### src/rtl/bf16_add_sequencer_if.sv
// Handshake and adder-side signal bundle for bf16_add_sequencer.
// slave is the sequencer's view; master is the environment's view.
interface bf16_add_sequencer_if;
   logic        in_valid;
   logic [15:0] in_a;
   logic [15:0] in_b;
   logic        in_ready;
   logic [15:0] add_a;
   logic [15:0] add_b;
   logic        adder_ready;
   logic [15:0] adder_sum;
   logic        res_valid;
   logic [15:0] res_data;
   logic [7:0]  res_tag;
   logic        res_ready;
   logic        busy;

   modport slave (
      input  in_valid, in_a, in_b, adder_ready, adder_sum, res_ready,
      output in_ready, add_a, add_b, res_valid, res_data, res_tag, busy
   );

   modport master (
      output in_valid, in_a, in_b, adder_ready, adder_sum, res_ready,
      input  in_ready, add_a, add_b, res_valid, res_data, res_tag, busy
   );
endinterface

### src/rtl/bf16_add_sequencer.sv
// Operand FIFO feeding an external bf16 adder on its ready edges, with
// credit-gated issue into a tagged result FIFO.
module bf16_add_sequencer #(
   parameter int IN_DEPTH  = 4,
   parameter int OUT_DEPTH = 2
) (
   input logic                 clock,
   input logic                 nreset,
   bf16_add_sequencer_if.slave bus
);

   localparam int IPW = $clog2(IN_DEPTH);
   localparam int OPW = $clog2(OUT_DEPTH);
   localparam logic [IPW:0] IN_FULL  = (IPW+1)'(IN_DEPTH);
   localparam logic [OPW:0] OUT_FULL = (OPW+1)'(OUT_DEPTH);

   typedef enum logic {S_IDLE, S_INFLIGHT} state_t;

   state_t         state_q, state_d;
   logic           hist_q, hist_d;
   logic [IPW-1:0] iwp_q, iwp_d, irp_q, irp_d;
   logic [IPW:0]   icnt_q, icnt_d;
   logic [OPW-1:0] owp_q, owp_d, orp_q, orp_d;
   logic [OPW:0]   ocnt_q, ocnt_d;
   logic [7:0]     issue_q, issue_d, tag_q, tag_d;
   logic [15:0]    add_a_q, add_a_d, add_b_q, add_b_d;

   logic [15:0] ia_mem [IN_DEPTH];
   logic [15:0] ib_mem [IN_DEPTH];
   logic [23:0] o_mem  [OUT_DEPTH];

   logic         in_rdy, res_vld;
   logic         evt, push, issue, wr_res, pop_res;
   logic [OPW:0] ocnt_edge;

   assign in_rdy  = icnt_q < IN_FULL;
   assign res_vld = ocnt_q != '0;

   always_ff @(posedge clock or negedge nreset) begin
      if (!nreset) begin
         state_q <= S_IDLE;
         hist_q  <= 1'b1;
         iwp_q   <= '0;
         irp_q   <= '0;
         icnt_q  <= '0;
         owp_q   <= '0;
         orp_q   <= '0;
         ocnt_q  <= '0;
         issue_q <= '0;
         tag_q   <= '0;
         add_a_q <= '0;
         add_b_q <= '0;
      end else begin
         state_q <= state_d;
         hist_q  <= hist_d;
         iwp_q   <= iwp_d;
         irp_q   <= irp_d;
         icnt_q  <= icnt_d;
         owp_q   <= owp_d;
         orp_q   <= orp_d;
         ocnt_q  <= ocnt_d;
         issue_q <= issue_d;
         tag_q   <= tag_d;
         add_a_q <= add_a_d;
         add_b_q <= add_b_d;
      end
   end

   always_ff @(posedge clock) begin
      if (push) begin
         ia_mem[iwp_q] <= bus.in_a;
         ib_mem[iwp_q] <= bus.in_b;
      end
      if (wr_res) o_mem[owp_q] <= {bus.adder_sum, tag_q};
   end

   always_comb begin
      evt     = bus.adder_ready & ~hist_q;
      push    = bus.in_valid & in_rdy;
      pop_res = res_vld & bus.res_ready;
      wr_res  = evt & (state_q == S_INFLIGHT);
      // Reserve a result slot for the pair being issued before it leaves.
      ocnt_edge = ocnt_q + (OPW+1)'(wr_res) - (OPW+1)'(pop_res);
      issue     = evt & (icnt_q != '0) & (ocnt_edge < OUT_FULL);

      hist_d  = bus.adder_ready;
      state_d = state_q;
      add_a_d = add_a_q;
      add_b_d = add_b_q;
      tag_d   = tag_q;
      issue_d = issue_q;

      if (evt) begin
         if (issue) begin
            state_d = S_INFLIGHT;
            add_a_d = ia_mem[irp_q];
            add_b_d = ib_mem[irp_q];
            tag_d   = issue_q;
            issue_d = issue_q + 8'd1;
         end else begin
            state_d = S_IDLE;
            add_a_d = '0;
            add_b_d = '0;
         end
      end

      iwp_d  = push ? iwp_q + IPW'(1) : iwp_q;
      irp_d  = issue ? irp_q + IPW'(1) : irp_q;
      icnt_d = icnt_q + (IPW+1)'(push) - (IPW+1)'(issue);
      owp_d  = wr_res ? owp_q + OPW'(1) : owp_q;
      orp_d  = pop_res ? orp_q + OPW'(1) : orp_q;
      ocnt_d = ocnt_edge;
   end

   assign bus.in_ready  = in_rdy;
   assign bus.res_valid = res_vld;
   assign bus.res_data  = res_vld ? o_mem[orp_q][23:8] : '0;
   assign bus.res_tag   = res_vld ? o_mem[orp_q][7:0] : '0;
   assign bus.add_a     = add_a_q;
   assign bus.add_b     = add_b_q;
   assign bus.busy      = (state_q == S_INFLIGHT) | (icnt_q != '0) | res_vld;

endmodule

### src/flat_wrapper.sv
// flat-port wrapper written by rule: the top's interface ports become plain ports
module bf16_add_sequencer_flat 
#(
   parameter int IN_DEPTH  = 4,
   parameter int OUT_DEPTH = 2
)
  (clock, nreset, bus_in_valid, bus_in_a, bus_in_b, bus_adder_ready, bus_adder_sum, bus_res_ready, bus_in_ready, bus_add_a, bus_add_b, bus_res_valid, bus_res_data, bus_res_tag, bus_busy);
  bf16_add_sequencer_if bus_i ();
  input logic clock;
  input logic nreset;
  input wire logic [$bits(bus_i.in_valid)-1:0] bus_in_valid;
  input wire logic [$bits(bus_i.in_a)-1:0] bus_in_a;
  input wire logic [$bits(bus_i.in_b)-1:0] bus_in_b;
  input wire logic [$bits(bus_i.adder_ready)-1:0] bus_adder_ready;
  input wire logic [$bits(bus_i.adder_sum)-1:0] bus_adder_sum;
  input wire logic [$bits(bus_i.res_ready)-1:0] bus_res_ready;
  output wire logic [$bits(bus_i.in_ready)-1:0] bus_in_ready;
  output wire logic [$bits(bus_i.add_a)-1:0] bus_add_a;
  output wire logic [$bits(bus_i.add_b)-1:0] bus_add_b;
  output wire logic [$bits(bus_i.res_valid)-1:0] bus_res_valid;
  output wire logic [$bits(bus_i.res_data)-1:0] bus_res_data;
  output wire logic [$bits(bus_i.res_tag)-1:0] bus_res_tag;
  output wire logic [$bits(bus_i.busy)-1:0] bus_busy;
  assign bus_i.in_valid = bus_in_valid;
  assign bus_i.in_a = bus_in_a;
  assign bus_i.in_b = bus_in_b;
  assign bus_i.adder_ready = bus_adder_ready;
  assign bus_i.adder_sum = bus_adder_sum;
  assign bus_i.res_ready = bus_res_ready;
  assign bus_in_ready = bus_i.in_ready;
  assign bus_add_a = bus_i.add_a;
  assign bus_add_b = bus_i.add_b;
  assign bus_res_valid = bus_i.res_valid;
  assign bus_res_data = bus_i.res_data;
  assign bus_res_tag = bus_i.res_tag;
  assign bus_busy = bus_i.busy;
  bf16_add_sequencer #(.IN_DEPTH(IN_DEPTH), .OUT_DEPTH(OUT_DEPTH)) u_core (.clock(clock), .nreset(nreset), .bus(bus_i));
endmodule
### config.mk
export PLATFORM = sky130hd
export DESIGN_NAME = bf16_add_sequencer_flat
export DESIGN_NICKNAME = d
export VERILOG_FILES = /design/src/rtl/bf16_add_sequencer_if.sv /design/src/rtl/bf16_add_sequencer.sv /design/src/flat_wrapper.sv
export SDC_FILE = /design/constraint.sdc
export NUM_CORES = 1
export LEC_CHECK = 0
export ABC_CLOCK_PERIOD_IN_PS = 3500
export CAP_MARGIN = 20
export CELL_PAD_IN_SITES_DETAIL_PLACEMENT = 1
export CELL_PAD_IN_SITES_GLOBAL_PLACEMENT = 1
export CORE_UTILIZATION = 31
export CTS_CLUSTER_DIAMETER = 30
export CTS_CLUSTER_SIZE = 28
export DETAILED_ROUTE_END_ITERATION = 8
export MAX_ROUTING_LAYER = met4
export PLACE_DENSITY = 0.61
export RECOVER_POWER = 25
export REMOVE_ABC_BUFFERS = 1
export SLEW_MARGIN = 5
export SYNTH_ARGS = -nofsm -noshare
export SYNTH_HDL_FRONTEND = slang
export SYNTH_SLANG_ARGS = --single-unit
### constraint.sdc
create_clock -name clock -period 3.5 [get_ports clock]
set_input_delay 1.05 -clock clock [delete_from_list [all_inputs] [get_ports clock]]
set_output_delay 1.05 -clock clock [all_outputs]
set_load 0.02 [all_outputs]
==> flow_metrics.env <==
export IMPL_status="finished with violations"
export IMPL_violations="capacitance limit, slew limit"
export IMPL_cts_tree="done"
export IMPL_setup_violations=0
export IMPL_slowest_stage="clkdlybuf4s50_1"
export IMPL_die_y_um=171
export IMPL_synth_cells=446
export IMPL_ys_warn_count=0
export IMPL_finalNonFillerCells=1017
export IMPL_clock_path_buffers=3
export IMPL_critPathMaxFanout=2
export IMPL_min_delay_start="u_core.orp_q$_DFFE_PN0P_"
export IMPL_dp_cells=935
export IMPL_r2r_end="u_core.icnt_q[2]$_DFF_PN0_"
export IMPL_fmax_mhz=303
export IMPL_wirelength_met1_um=8290
export IMPL_holdWs_ps=466
export IMPL_reg2reg_from="u_core.ocnt_q[1]$_DFF_PN0_"
export IMPL_min_period_over_period_pct=94.2
export IMPL_clk_pin_slew_ps=40
export IMPL_r2r_cells=14
export IMPL_final_antenna_net_count=0
export IMPL_worstSetupEndpointType="register"
export IMPL_synth_common_cells="edfxtp_1, dfrtp_1, a22o_1, mux4_2, nor2_1"
export IMPL_dpl_hpwl_um=11400
export IMPL_timing_hold_violations_final=0
export IMPL_vdd_drop_max_uv=467
export IMPL_cts_hold_buf=0
export IMPL_worst_r2r_setup_slack_ps=550
export IMPL_crit_arrival_ps=3720
export IMPL_yosysMostFrequentCell="edfxtp_1"
export IMPL_maxCapViolations=1
export IMPL_cp_buffers_inverters=3
export IMPL_final_nets=665
export IMPL_utilization_pct=43.3
export IMPL_highest_layer="met4"
export IMPL_grt_pass1_vias=5334
export IMPL_layout_drive_gt1_share_pct=24.5
export IMPL_swShare_pct=28.4
export IMPL_initial_core_util_pct=31.7
export IMPL_cpLargestDelayFamily="adder cells"
export IMPL_cp_start_kind="primary input"
export IMPL_vias_per_cell=4.59
export IMPL_holdPathEnd="u_core.orp_q$_DFFE_PN0P_"
export IMPL_worstMarginPinSlew_ps=1720
export IMPL_antenna_found_initial=2
export IMPL_power_density_nw_per_um2=910
export IMPL_report_final_slew_viol_count=62
export IMPL_netlist_area_um2=8840
export IMPL_synth_top_cell_area_share_pct=59.8
export IMPL_dominantRegCellSynth="edfxtp_1"
export IMPL_fin_skew_ps=17.7
export IMPL_cts_resized=0
export IMPL_cts_setup_buffers=0
export IMPL_synth_area_leader_cell="edfxtp_1"
export IMPL_synth_edf_count=176
export IMPL_fin_crit_ps=3300
export IMPL_p_switching_mw=3.12
export IMPL_vias=4663
export IMPL_p_leak_nw=4.49
export IMPL_worstPathRequired_ps=3920
export IMPL_design_area_um2=12100
export IMPL_seq_power_share_pct=36.3
export IMPL_grt_first_pass_wirelength_um=30200
export IMPL_synth_area_top_cells="edfxtp_1, dfrtp_1, mux4_2"
export IMPL_routedWlPerCell_um=19.0
export IMPL_max_stage_delay_ps=400
export IMPL_cts_root_buf="clkbuf_16"
export IMPL_drt_pass1_iterations=4
export IMPL_syn_to_final_growth_pct=36.8
export IMPL_die_area_um2=29200
export IMPL_p_comb_share_pct=24.0
export IMPL_ys_seq_area_share_pct=77.0
export IMPL_power_internal_mw=7.89
export IMPL_hold_depth=1
export IMPL_overflow=0
export IMPL_path_class="in2reg"
export IMPL_numCtsBuffers=43
export IMPL_postSynthAreaPerCell_um2=19.8
export IMPL_h_tree_depth=2
export IMPL_grt_use_total_pct=14.2
export IMPL_rsz0062_at_grt="false"
export IMPL_drtIter0Drc=188
export IMPL_max_slew_margin_rel_pct=-14.9
export IMPL_place_congestion=0.694
export IMPL_synthArstFlopShare_pct=25.7
export IMPL_fin_total_pwr_mw=11.0
export IMPL_ios=112
export IMPL_path_cells="clkdlybuf4s50_1, and2_1, ha_1, inv_1, ha_1, xor3_2, nor3_4, ha_1, inv_1, ha_1, fa_1, xnor2_1, xnor2_1"
export IMPL_drc=0
export IMPL_clock_sinks=237
export IMPL_port_buffers=111
export IMPL_routed_wl_met3_um=1210
export IMPL_wl_met2_um=9590
export IMPL_clockPowerShare_pct=39.7
export IMPL_wl_um=19400
export IMPL_clk_latency_ps=520
export IMPL_grt_start_max_net_pins=62
export IMPL_cpMostUsedCell="ha_1"
export IMPL_fp_dieW_um=171
export IMPL_core_area_um2=27900
export IMPL_min_path_type="reg2reg"
export IMPL_rows=61
export IMPL_yosysUniqueCellTypes=31
export IMPL_synth_seq_cells=237
export IMPL_dpl_cell_area_um2=10500
[flip-flops by register name (all words and copies together), names as in the netlist]
register and count:
u_core.bus.add_a 16, u_core.bus.add_b 16, u_core.hist_q 1, u_core.ia_mem 64, u_core.ib_mem 64, u_core.icnt_q 3
u_core.irp_q 2, u_core.issue_q 8, u_core.iwp_q 2, u_core.o_mem 48, u_core.ocnt_q 2, u_core.orp_q 1
u_core.owp_q 1, u_core.state_q 1, u_core.tag_q 8
[power groups by stage]
stage / clock network, mW / registers [mW] / logic (mW)
floorplan: 0 / 4.14 / 1.37
global placement: 0 / 4.03 / 2.63
detailed placement: 0 / 4.06 / 2.71
CTS: 4.47 / 4.02 / 2.72
global route: 4.59 / 4.08 / 2.86
finish: 4.37 / 4.00 / 2.64
[per-layer routing]
| layer | up-vias | GRT usage [%] |
|---|---|---|
| li1 | 2076 | - |
| met1 | 2416 | 16.9 |
| met2 | 141 | 23.8 |
| met3 | 30 | 3.79 |
| met4 | 0 | 4.11 |
| met5 | - | - |
[final cells by class]
| class | instances | area, um^2 |
|---|---|---|
| Antenna cell | 2 | 5.00 |
| Clock buffer | 49 | 1170 |
| Tap cell | 378 | 473 |
| Inverter | 11 | 41.3 |
| Timing Repair Buffer | 134 | 1300 |
| Multi-Input combinational cell | 175 | 1900 |
| Sequential cell | 237 | 6820 |
| Clock inverter | 31 | 397 |
| Fill cell | 2734 | 15800 |
[how the worst max path moves through the flow]
stage                                       endpoint  slack [ps]                       start  cells after the start
after CTS                 u_core.icnt_q[2]$_DFF_PN0_         160               bus_res_ready                     13
after floorplan           u_core.icnt_q[2]$_DFF_PN0_       -1980  u_core.ocnt_q[1]$_DFF_PN0_                     14
after detailed placement  u_core.icnt_q[2]$_DFF_PN0_        -370               bus_res_ready                     13
after global routing      u_core.icnt_q[2]$_DFF_PN0_          20               bus_res_ready                     13
after global placement    u_core.icnt_q[2]$_DFF_PN0_        -230               bus_res_ready                     13
final                     u_core.icnt_q[2]$_DFF_PN0_         200               bus_res_ready                     13
[worst reg2reg max path, delay by kind of cell (launching register included)]
kind	cells	cell delay, ps
flops	1	390
fa+ha+maj	5	1160
buf+inv	3	160
xor+xnor	3	660
simple gates	3	500
[cells by family (layout without fill, tap and decap cells)]
| logic type | count (synthesis) | in the layout | synth area share, % |
|---|---|---|---|
| other | 0 | 2 | 0 |
| buffers and inverters | 34 | 225 | 1.73 |
| xor gates and xnor gates | 15 | 15 | 1.67 |
| DFF | 237 | 237 | 77.0 |
| adders and majority gates | 10 | 10 | 1.50 |
| muxes | 65 | 65 | 12.0 |
| AOI/OAI and AO/OA | 34 | 34 | 3.31 |
| and+or+nand+nor | 51 | 51 | 2.76 |
[through the flow]
step	worst slack, ps	setup TNS, ps
floorplan	-1980	-57570
global placement	-225	-2710
detailed placement	-365	-3400
CTS	156	0
global route	18.9	0
finish	203	0
[placed cells by master (no fill, tap or decap), types with 2 or more instances in the layout]
cell type / n
and2_2: 4
a22o_1: 32
edfxtp_1: 176
clkbuf_16: 44
clkinvlp_4: 10
dfrtp_2: 2
diode_2: 2
clkdlybuf4s50_1: 71
bufinv_16: 7
inv_6: 5
and3_1: 2
mux4_2: 32
mux2_2: 9
clkbuf_8: 5
dfrtp_1: 58
clkinv_4: 6
mux2i_1: 24
nand2_1: 4
xnor2_1: 8
clkinv_2: 3
nor2b_1: 2
nand3_1: 2
buf_4: 21
nand4_1: 2
buf_12: 2
nor2_1: 25
inv_1: 11
ha_1: 9
nor3_1: 4
dlygate4sd3_1: 39
xor2_1: 6
Note: power is estimated with default switching activity, not from simulation.
